--- config.mk ---
export PLATFORM = sky130hd
export DESIGN_NAME = rx_i2s
export DESIGN_NICKNAME = d
export VERILOG_FILES = /design/src/rtl/rx_i2s.sv
export SDC_FILE = /design/constraint.sdc
export NUM_CORES = 1
export LEC_CHECK = 0
export BUFFER_PORTS_ARGS = -buffer_cell sky130_fd_sc_hd__buf_4
export CORE_MARGIN = 8
export CORE_UTILIZATION = 62
export CTS_CLUSTER_DIAMETER = 100
export CTS_CLUSTER_SIZE = 10
export DETAILED_ROUTE_END_ITERATION = 10
export GPL_ROUTABILITY_DRIVEN = 0
export PLACE_DENSITY = 0.88
export SETUP_SLACK_MARGIN = 0.2
export SYNTH_ARGS = -nofsm -noshare
export SYNTH_HDL_FRONTEND = slang
export SYNTH_SLANG_ARGS = --single-unit
export TNS_END_PERCENT = 100
--- constraint.sdc ---
create_clock -name byte_clk_i -period 5.58 [get_ports byte_clk_i]
set_input_delay 0.558 -clock byte_clk_i [delete_from_list [all_inputs] [get_ports byte_clk_i]]
set_output_delay 0.558 -clock byte_clk_i [all_outputs]
set_load 0.05 [all_outputs]
--- src/rtl/rx_i2s.sv ---
// rx_i2s - I2S capture receiver.
//
// Oversamples an external I2S bus (bclk/lrck/sdata driven by the ADC as bus
// master) in the byte_clk_i domain and deserializes 16, 24 or 32 bit stereo
// samples. Each complete frame is written to the input FIFO write port as
// 2N/8 bytes on consecutive cycles: left sample MSB..LSB, then right sample
// MSB..LSB. This is the same byte order in which tx_i2s consumes bytes.
//
// Ports:
//   reset_i               asynchronous active-high reset
//   byte_clk_i            clock for all logic (>= 4x bclk frequency)
//   enable_i              capture enable, level-sensitive
//   bit_depth_i           00=16, 01=24, 10=DoP (captured as 24), 11=32
//   bclk_i/lrck_i/sdata_i asynchronous I2S bus inputs
//   wr_input_FIFO_afull_i FIFO almost-full, checked when a frame completes
//   wr_input_FIFO_full_i  FIFO full, aborts the rest of an emitting frame
//   wr_input_FIFO_en_o    one-cycle write strobe per byte
//   wr_input_FIFO_data_o  byte to write
//   input_streaming_o     high while frames are being captured (RUN)
//   overrun_o             sticky: a frame or part of a frame was dropped
//   frame_err_o           sticky: a slot ended before N bits arrived

module rx_i2s (
    input  logic       reset_i,
    input  logic       byte_clk_i,
    input  logic       enable_i,
    input  logic [1:0] bit_depth_i,
    input  logic       bclk_i,
    input  logic       lrck_i,
    input  logic       sdata_i,
    input  logic       wr_input_FIFO_afull_i,
    input  logic       wr_input_FIFO_full_i,
    output logic       wr_input_FIFO_en_o,
    output logic [7:0] wr_input_FIFO_data_o,
    output logic       input_streaming_o,
    output logic       overrun_o,
    output logic       frame_err_o
);

    // Bit-depth codes, matching the codebase-wide definitions.
    localparam logic [1:0] BIT_DEPTH_16  = 2'd0;
    localparam logic [1:0] BIT_DEPTH_24  = 2'd1;
    localparam logic [1:0] BIT_DEPTH_DOP = 2'd2;
    localparam logic [1:0] BIT_DEPTH_32  = 2'd3;

    typedef enum logic [1:0] {
        ST_IDLE = 2'd0,
        ST_SYNC = 2'd1,
        ST_RUN  = 2'd2
    } state_t;

    // Synchronizers and edge detection
    logic [1:0]  bclk_sync_r;
    logic [1:0]  lrck_sync_r;
    logic [1:0]  sdata_sync_r;
    logic        bclk_prev_r;
    logic        bclk_rise_s;
    logic        lrck_s;
    logic        sdata_s;

    // Framing and capture state
    state_t      state_r;
    logic [5:0]  depth_r;
    logic [4:0]  bit_idx_r;
    logic        lrck_last_r;
    logic        slot_done_r;
    logic [30:0] shift_r;
    logic [31:0] sample_l_r;
    logic [63:0] emit_r;
    logic [3:0]  emit_cnt_r;

    // Combinational helpers
    logic [5:0]  depth_sel_s;
    logic [31:0] mask_s;
    logic [63:0] frame_s;
    logic [31:0] shift_next_s;
    logic [31:0] sample_next_s;
    logic [5:0]  pos_s;
    logic [4:0]  idx_inc_s;
    logic        in_run_s;
    logic        lrck_change_s;
    logic        left_start_s;
    logic        take_s;
    logic        done_s;
    logic        short_s;

    assign bclk_rise_s   = bclk_sync_r[1] & ~bclk_prev_r;
    assign lrck_s        = lrck_sync_r[1];
    assign sdata_s       = sdata_sync_r[1];
    assign in_run_s      = (state_r == ST_RUN);
    assign lrck_change_s = (lrck_s != lrck_last_r);
    assign left_start_s  = bclk_rise_s & lrck_change_s & lrck_last_r & ~lrck_s;
    assign idx_inc_s     = (bit_idx_r == 5'd31) ? 5'd31 : (bit_idx_r + 5'd1);

    // Position of the bit sampled on this rise within the slot it belongs to.
    // On an lrck-change rise the bit is the LSB end of the slot that is
    // closing (I2S one-bit delay), so a 32-bit word in a 32-bit slot gets its
    // final bit at position 32 on that rise even though bit_idx tops out at 31.
    assign pos_s         = {1'b0, bit_idx_r} + 6'd1;
    assign shift_next_s  = {shift_r, sdata_s};
    assign sample_next_s = shift_next_s & mask_s;

    // slot_done_r keeps a saturated bit_idx from completing a slot twice.
    assign take_s  = bclk_rise_s & in_run_s & ~slot_done_r & (pos_s <= depth_r);
    assign done_s  = take_s & (pos_s == depth_r);
    assign short_s = bclk_rise_s & in_run_s & lrck_change_s & ~slot_done_r & (pos_s < depth_r);

    // Decode the requested sample width; DoP travels as 24-bit words.
    always_comb begin
        depth_sel_s = 6'd16;
        case (bit_depth_i)
            BIT_DEPTH_16:  depth_sel_s = 6'd16;
            BIT_DEPTH_24:  depth_sel_s = 6'd24;
            BIT_DEPTH_DOP: depth_sel_s = 6'd24;
            BIT_DEPTH_32:  depth_sel_s = 6'd32;
            default:       depth_sel_s = 6'd16;
        endcase
    end

    // Sample mask and MSB-aligned byte image of the frame for the latched width.
    always_comb begin
        mask_s  = 32'hFFFF_FFFF;
        frame_s = {sample_l_r, sample_next_s};
        case (depth_r)
            6'd16: begin
                mask_s  = 32'h0000_FFFF;
                frame_s = {sample_l_r[15:0], sample_next_s[15:0], 32'h0000_0000};
            end
            6'd24: begin
                mask_s  = 32'h00FF_FFFF;
                frame_s = {sample_l_r[23:0], sample_next_s[23:0], 16'h0000};
            end
            default: begin
                mask_s  = 32'hFFFF_FFFF;
                frame_s = {sample_l_r, sample_next_s};
            end
        endcase
    end

    // Two-flop synchronizers for the bus pins plus bclk history for edge detect.
    always_ff @(posedge byte_clk_i or posedge reset_i) begin
        if (reset_i) begin
            bclk_sync_r  <= 2'b00;
            lrck_sync_r  <= 2'b00;
            sdata_sync_r <= 2'b00;
            bclk_prev_r  <= 1'b0;
        end else begin
            bclk_sync_r  <= {bclk_sync_r[0], bclk_i};
            lrck_sync_r  <= {lrck_sync_r[0], lrck_i};
            sdata_sync_r <= {sdata_sync_r[0], sdata_i};
            bclk_prev_r  <= bclk_sync_r[1];
        end
    end

    // Control FSM, slot framing, sample capture and byte emission.
    always_ff @(posedge byte_clk_i or posedge reset_i) begin
        if (reset_i) begin
            state_r              <= ST_IDLE;
            depth_r              <= 6'd16;
            bit_idx_r            <= 5'd0;
            lrck_last_r          <= 1'b0;
            slot_done_r          <= 1'b0;
            shift_r              <= 31'd0;
            sample_l_r           <= 32'd0;
            emit_r               <= 64'd0;
            emit_cnt_r           <= 4'd0;
            wr_input_FIFO_en_o   <= 1'b0;
            wr_input_FIFO_data_o <= 8'd0;
            input_streaming_o    <= 1'b0;
            overrun_o            <= 1'b0;
            frame_err_o          <= 1'b0;
        end else begin
            // State transitions; flags clear when capture is (re)armed.
            if (!enable_i) begin
                state_r           <= ST_IDLE;
                input_streaming_o <= 1'b0;
            end else begin
                case (state_r)
                    ST_IDLE: begin
                        state_r           <= ST_SYNC;
                        input_streaming_o <= 1'b0;
                        overrun_o         <= 1'b0;
                        frame_err_o       <= 1'b0;
                    end
                    ST_SYNC: begin
                        if (left_start_s) begin
                            state_r           <= ST_RUN;
                            depth_r           <= depth_sel_s;
                            input_streaming_o <= 1'b1;
                        end
                    end
                    ST_RUN: begin
                        if (short_s) begin
                            state_r           <= ST_SYNC;
                            input_streaming_o <= 1'b0;
                            frame_err_o       <= 1'b1;
                        end
                    end
                    default: begin
                        state_r           <= ST_IDLE;
                        input_streaming_o <= 1'b0;
                    end
                endcase
            end

            // Slot tracking runs on every detected bclk rise.
            if (bclk_rise_s) begin
                if (take_s) begin
                    shift_r <= shift_next_s[30:0];
                end
                if (done_s) begin
                    slot_done_r <= 1'b1;
                end
                if (lrck_change_s) begin
                    bit_idx_r   <= 5'd0;
                    lrck_last_r <= lrck_s;
                    slot_done_r <= 1'b0;
                end else begin
                    bit_idx_r   <= idx_inc_s;
                end
            end

            if (done_s && !lrck_last_r) begin
                sample_l_r <= sample_next_s;
            end

            // Byte emission; a full FIFO abandons the rest of the frame.
            if (emit_cnt_r != 4'd0) begin
                if (wr_input_FIFO_full_i) begin
                    emit_cnt_r         <= 4'd0;
                    wr_input_FIFO_en_o <= 1'b0;
                    overrun_o          <= 1'b1;
                end else begin
                    wr_input_FIFO_en_o   <= 1'b1;
                    wr_input_FIFO_data_o <= emit_r[63:56];
                    emit_r               <= {emit_r[55:0], 8'd0};
                    emit_cnt_r           <= emit_cnt_r - 4'd1;
                end
            end else begin
                wr_input_FIFO_en_o <= 1'b0;
            end

            // Right slot complete: queue the whole frame or drop it on afull.
            if (done_s && lrck_last_r) begin
                if (wr_input_FIFO_afull_i) begin
                    overrun_o <= 1'b1;
                end else begin
                    emit_r     <= frame_s;
                    emit_cnt_r <= depth_r[5:2];
                end
            end
        end
    end

endmodule

==> results.toml, run 1 <==
[synth]
synth_nets = 726
async_flop_share = 1.000
yosysTopAreaCell = "dfrtp_1"
yosysMostFrequentCell = "dfrtp_1"
synthCells = 705
avgSynthCellArea_sq_um = 11.10
synth_edf_count = 0
seq_area_frac_synth = 0.5181
synthTopCellsByCount = "dfrtp_1, mux2i_1, nand2_1, a21oi_1, a211oi_1"
synth_area_leaders = "dfrtp_1, mux2i_1, mux2_2, a211oi_1, a21oi_1"
synth_seq_cells = 162
synth.distinct_cells = 49
synth_warnings = 0
synth_top_area_share = 0.5148
syn_area_sq_mm = 0.007826
synth_flop_cell = "dfrtp_1"

[power]
p_leak_nw = 4.071
p_total_w = 0.002860
ir_worst_vdd_v = 0.0002429
power_density_mw_per_mm2 = 335.0

[layout]
finalInstanceArea_sq_mm = 0.008539
stdcell_count = 882
drive_above_1_share = 0.1479
fin_nets = 720
seq_area_sq_mm = 0.004056
fillers = 879
n_antenna_cell = 0
postLayoutCoreUtil = 0.6850
multi_input_comb_area_sq_mm = 0.003465
area_growth_pct = 9.113

[timing]
setup_tns_ns = 0
setup_violations = 0
timing.final.crit_share = 0.6130
max_slew.worst_pin.slew_ns = 1.193
fin_crit_ns = 3.421
rsz0062_at_grt = "no"
relSlewSlack = 0.2047
fmaxAchievable_mhz = 292.4
finClkSkew_ns = 0.007295
hold_violations = 0
slew_violations = 0

[cts]
clockBufferDepth = 2
cts_hold_repair.buffers = 0
cts_tree = "yes"
cts.sinks = 162
htree_levels = 4
post_cts_buffers = 0
cts-root-buf = "clkbuf_16"
numCtsBuffers = 17
post_cts_resized = 0
worst_skew_pair.late_latency_ns = 0.43
clk_pin_slew_worst_paths_ns = 0.06

[floorplan]
die_h_um = 128.4
die_w_um = 128.4
ioPinCount = 22
design.core.area_sq_mm = 0.01247
die_area_sq_mm = 0.01647
fp-row-count = 41
start_util = 0.6278

[routing]
drt_first_pass_iters = 5
wl_mm = 17.63
wl_per_cell_um = 19.99
num_vias = 5597
drtAntennaViolNets = 0
vias_per_cell = 6.346
drc = 0
drt_iter0_drc = 615

[worst_setup_path]
critPathKind = "register to register"
worst_setup_path_end_kind = "register"
path_max_fanout = 34
cpPeakStageDelay_ns = 0.59
path_buf_inv = 0
critPathRequiredTime_ns = 5.88
path_cells = "ha_1 -> nand3_1 -> ha_1 -> ha_1 -> and4_1 -> nand4_4 -> nor2_4 -> mux2_1"
crit_family = "simple AND/OR/NAND/NOR gates"
crit_path_top_delay_cell = "nor2_4"
timing.critical_path.mode_cell = "ha_1"
start_kind = "register"
cp.arrival_ns = 3.72

[grt]
grt_util_met1 = 0.2795
overflow = 0
grt_pass1_vias = 5834
grt-busiest-layer = "met2"
track_usage = 0.2257
antenna_found_initial = 0
grt_pass1_wl_mm = 29.41
grt_start_max_net_pins = 105
met3_usage = 0.04799
grt_util_met2 = 0.3739

[place]
io_buffers = 21
place_area_sq_mm = 0.007993
hpwl_mm = 11.03
placed_cells = 852

[flow_run]
maxCapViolCount = 0

[hold_path]
hp-class = "input port to register"

[status]
outcome = "finished clean"
[power breakdown]
group	internal, W	total (W)	leakage, nW	switching (W)
clock network	0.000652	0.00109	0.275	0.000436
logic	0.000179	0.000492	1.57	0.000313
registers	0.00121	0.00128	2.23	0.0000695
[worst paths after layout]
kind / startpoint / endpoint / slack [ns] / cells after the start
worst min register to register: bclk_sync_r[0]$_DFF_PP0_ / bclk_sync_r[1]$_DFF_PP0_ / 0.35 / 0
worst max register to register: bit_idx_r[0]$_DFFE_PP0N_ / sample_l_r[7]$_DFFE_PP0P_ / 2.16 / 8
worst min-delay path: lrck_i / lrck_sync_r[0]$_DFF_PP0_ / 0.24 / 1
min in group asynchronous: reset_i / emit_r[61]$_DFF_PP0_ / 0.29 / 2
worst max-delay path: bit_idx_r[0]$_DFFE_PP0N_ / sample_l_r[7]$_DFFE_PP0P_ / 2.16 / 8
max in group asynchronous: reset_i / emit_r[0]$_DFF_PP0_ / 3.86 / 3
[cell families (layout without fill, tap and decap cells)]
kind of cell | after synthesis | after routing | synth area share
and+or+nand+nor | 164 | 164 | 0.1026
DFF | 162 | 162 | 0.5181
AOI/OAI and AO/OA | 158 | 158 | 0.1266
muxes | 140 | 140 | 0.1872
buffers and inverters | 64 | 69 | 0.04013
adders and majority gates | 11 | 11 | 0.01759
xor gates and xnor gates | 6 | 6 | 0.007674
[cell usage in the layout, fill, tap and decap left out, types with 2 or more instances in the layout]
cell / n
nand2b_1: 4
and4_1: 3
clkinv_2: 5
o21ai_0: 30
clkbuf_1: 3
mux2_1: 13
a221oi_1: 8
nor3b_2: 2
dfrtp_1: 160
nor4_1: 2
nor3_1: 4
nor2b_1: 2
buf_4: 28
clkbuf_8: 4
xor2_1: 4
o31ai_1: 17
a21oi_1: 54
and3_1: 8
a211oi_1: 40
nand2_1: 57
mux2i_1: 89
inv_1: 9
nor2_1: 39
nand4_1: 2
clkbuf_16: 17
a2bb2oi_1: 2
mux2_2: 38
ha_1: 11
nand3_1: 32
[routing by layer]
metal / share of wire / routed length, um
met5: 0 / 0
met2: 0.50 / 8804
met3: 0.057 / 1005
met1: 0.42 / 7452
met4: 0.021 / 371
[stage by stage]
step	setup slack (ns)	hold WS, ns
global placement	2.452	0.3347
finish	2.159	0.2371
CTS	2.216	0.2269
global route	1.911	0.2232
floorplan	0.6470	0.3312
detailed placement	2.255	0.3403
[worst register-to-register path, stage by stage, from the launching register on]
cell	delay, ns
dfrtp_1	0.43
ha_1	0.30
nand3_1	0.14
ha_1	0.30
ha_1	0.32
and4_1	0.33
nand4_4	0.46
nor2_4	0.60
mux2_1	0.41
[registers in the layout (all words and copies together), names as in the netlist, 2 cells and up]
register and cells:
state_r 2, emit_r 64, depth_r 3, bclk_sync_r 2, shift_r 31, emit_cnt_r 4
bit_idx_r 5, lrck_sync_r 2, sdata_sync_r 2, sample_l_r 32, wr_input_FIFO_data_o 8
[layout make-up]
class / count / share of cell area
Sequential cell: 162 / 0.4750
Tap cell: 172 / 0.02520
Inverter: 11 / 0.005421
Multi-Input combinational cell: 479 / 0.4057
Timing Repair Buffer: 28 / 0.02462
Clock inverter: 6 / 0.006447
Clock buffer: 24 / 0.05758
Power figures use the tool's default switching activity.
==> run 2: changes to the inputs <==
--- a/config.mk
+++ b/config.mk
@@ -5,14 +5,15 @@
 export SDC_FILE = /design/constraint.sdc
 export NUM_CORES = 1
 export LEC_CHECK = 0
+export ABC_AREA = 1
 export BUFFER_PORTS_ARGS = -buffer_cell sky130_fd_sc_hd__buf_4
 export CORE_MARGIN = 8
-export CORE_UTILIZATION = 62
+export CORE_UTILIZATION = 63
 export CTS_CLUSTER_DIAMETER = 100
 export CTS_CLUSTER_SIZE = 10
 export DETAILED_ROUTE_END_ITERATION = 10
 export GPL_ROUTABILITY_DRIVEN = 0
-export PLACE_DENSITY = 0.88
+export PLACE_DENSITY = 0.89
 export SETUP_SLACK_MARGIN = 0.2
 export SYNTH_ARGS = -nofsm -noshare
 export SYNTH_HDL_FRONTEND = slang
==> constraint.sdc (replaced) <==
create_clock -name byte_clk_i -period 3.6 [get_ports byte_clk_i]
set_input_delay 0.36 -clock byte_clk_i [delete_from_list [all_inputs] [get_ports byte_clk_i]]
set_output_delay 0.36 -clock byte_clk_i [all_outputs]
set_load 0.05 [all_outputs]
==> run 2 against run 1 <==
Die area is 12% higher. Synthesized area is 16% higher. Clock power is 60% higher. Via count is 54% higher. Setup slack worse by 1.6 ns. Critical path depth is 5 higher. Non-clock buffer count is 13 higher. Sequential share of layout area is 6.1 points lower. Combinational power is 130% higher. Critical path type unchanged. Critical endpoint is now shift_r[12]$_DFFE_PP0P_.
==> results.toml, run 2 <==
[synth]
synth_area_leaders = "dfrtp_1, nand2_1, nand3_1, o21ai_0, o21ai_1"
synth_edf_count = 0
seq_area_frac_synth = 0.4466
async_flop_share = 1.000
synth_nets = 1338
yosysMostFrequentCell = "nand2_1"
synthCells = 1317
synth_top_area_share = 0.4437
synth_seq_cells = 162
synth_flop_cell = "dfrtp_1"
avgSynthCellArea_sq_um = 6.894
synthTopCellsByCount = "nand2_1, dfrtp_1, nand3_1, o21ai_0, inv_1"
synth.distinct_cells = 30
synth_warnings = 0
syn_area_sq_mm = 0.009080
yosysTopAreaCell = "dfrtp_1"

[timing]
slew_violations = 0
timing.final.crit_share = 0.8317
finClkSkew_ns = 0.007066
fmaxAchievable_mhz = 334.0
rsz0062_at_grt = "no"
hold_violations = 0
hold_slack_ns = 0.03224
max_slew.worst_pin.slew_ns = 0.8899
relSlewSlack = 0.4067
setup_violations = 0
setup_tns_ns = 0
fin_crit_ns = 2.994

[power]
pwr-share-comb = 0.234
switching_share = 0.3512
intPower_w = 0.003101
ir_worst_vdd_v = 0.0003857
clkPwrFrac = 0.363
p_leak_nw = 5.188
p_sw_w = 0.001679
seqPwrFrac = 0.403
power_density_mw_per_mm2 = 488.0

[grt]
antenna_found_initial = 0
overflow = 0
grt_start_max_net_pins = 163
track_usage = 0.2605
grt_pass1_wl_mm = 38.44
grt_pass1_vias = 7897

[routing]
drtAntennaViolNets = 0
vias_per_cell = 5.763
drc = 0
route.met3.wl_mm = 2.208
top_layer_used = "met4"
drt_iter0_drc = 1284
wl_mm = 23.21
num_vias = 8598
drt-met1-wl_mm = 9.907
drt_first_pass_iters = 6
routed-wl-met2_mm = 10.60
wl_per_cell_um = 15.56

[worst_setup_path]
path_max_fanout = 47
worst_setup_path_end_kind = "register"
critPathKind = "register to register"
cp.arrival_ns = 3.26
critPathRequiredTime_ns = 3.87
start_kind = "register"
r2r-start = "bit_idx_r[1]$_DFFE_PP0N_"
startpoint = "bit_idx_r[1]$_DFFE_PP0N_"

[cts]
post_cts_buffers = 0
htree_levels = 4
worst_skew_pair.late_latency_ns = 0.43
clk_pin_slew_worst_paths_ns = 0.06
numCtsBuffers = 17
cts-root-buf = "clkbuf_16"
clockBufferDepth = 2
cts_hold_repair.buffers = 0
cts.sinks = 162
post_cts_resized = 0
cts_tree = "yes"

[place]
io_buffers = 21
hpwl_mm = 14.26

[floorplan]
die_h_um = 136.1
die_w_um = 136.1
fp-row-count = 44
die_area_sq_mm = 0.01851
start_util = 0.6344
design.core.area_sq_mm = 0.01431
ioPinCount = 22

[layout]
fin_nets = 1316
largest_reg_flops = 64
final_cell_mix = "nand2_1, dfrtp_1, nand3_1, o21ai_0, inv_1"
area_growth_pct = 7.882
n_antenna_cell = 0
top_regs = "emit_r x64, sample_l_r x32, shift_r x31"
mostFrequentLayoutCell = "nand2_1"
top_register = "emit_r"
drive_above_1_share = 0.07951

[hold_path]
worstHoldStart = "lrck_i"
hp-class = "input port to register"

[status]
outcome = "finished clean"

[flow_run]
maxCapViolCount = 0
[run 2: per-layer routing]
metal / up-vias / GRT usage
li1: 4101 / -
met2: 453 / 0.4054
met1: 3983 / 0.3524
met3: 61 / 0.05432
met5: - / 0
met4: 0 / 0.09701
[run 2: layout make-up]
type                       count  area, sq um
fill                        1156         4518
inverter                      56        214.0
multi-input combinational   1017         4387
tap                          184        230.2
sequential                   162         4055
clock inverter                13        111.4
clock buffer                  19        452.9
timing repair buffer          41        345.3
[run 2: power groups by stage]
stage	clock, W	combinational [W]	sequential (W)
after global routing	0.00182	0.00121	0.00193
after global placement	0	0.00108	0.00195
after detailed placement	0	0.00109	0.00196
final	0.00174	0.00112	0.00193
after CTS	0.00175	0.00110	0.00193
after floorplan	0	0.000774	0.00198
[run 2: path summary, 6_finish.rpt]
path,end,depth (start not counted),slack [ns]
hold / removal,lrck_sync_r[0]$_DFF_PP0_,1,0.03
setup reg to reg,shift_r[12]$_DFFE_PP0P_,13,0.61
max in group asynchronous,shift_r[29]$_DFFE_PP0P_,3,2.77
hold reg to reg,sdata_sync_r[1]$_DFF_PP0_,0,0.35
setup / recovery,shift_r[12]$_DFFE_PP0P_,13,0.61
min in group asynchronous,emit_cnt_r[3]$_DFF_PP0_,3,0.17
[run 2: logic make-up (layout without fill, tap and decap cells)]
logic type / after synthesis / count (layout) / synth area share
AOI/OAI and AO/OA: 110 / 110 / 0.06559
and+or+nand+nor: 894 / 894 / 0.3998
xor gates and xnor gates: 2 / 2 / 0.001930
adders and majority gates: 11 / 11 / 0.01516
buffers and inverters: 138 / 129 / 0.07097
DFF: 162 / 162 / 0.4466
[run 2: critical path, cell delays in order (launching register included)]
cell and delay (ns):
dfrtp_1 0.40, ha_1 0.19, inv_1 0.06, nor3_1 0.20, inv_1 0.09, ha_1 0.29
ha_1 0.27, nand2_1 0.08, nor2_2 0.16, nand3_4 0.12, o21ai_2 0.10, nand2_2 0.49
nand2_1 0.24, o21ai_0 0.13
[run 2: per-stage QoR]
step | utilization | total power [W] | setup slack [ns] | instance area, sq um | cells
4_1_cts | 0.6844 | 0.004770 | 0.6098 | 9796 | 1492
3_3_place_gp | 0.6449 | 0.003034 | 0.8495 | 9231 | 1460
5_1_grt | 0.6844 | 0.004965 | 0.2638 | 9796 | 1492
3_5_place_dp | 0.6449 | 0.003052 | 0.6950 | 9231 | 1460
6_report | 0.6844 | 0.004780 | 0.6058 | 9796 | 1492
2_1_floorplan | - | 0.002753 | 1.184 | 9084 | 1317
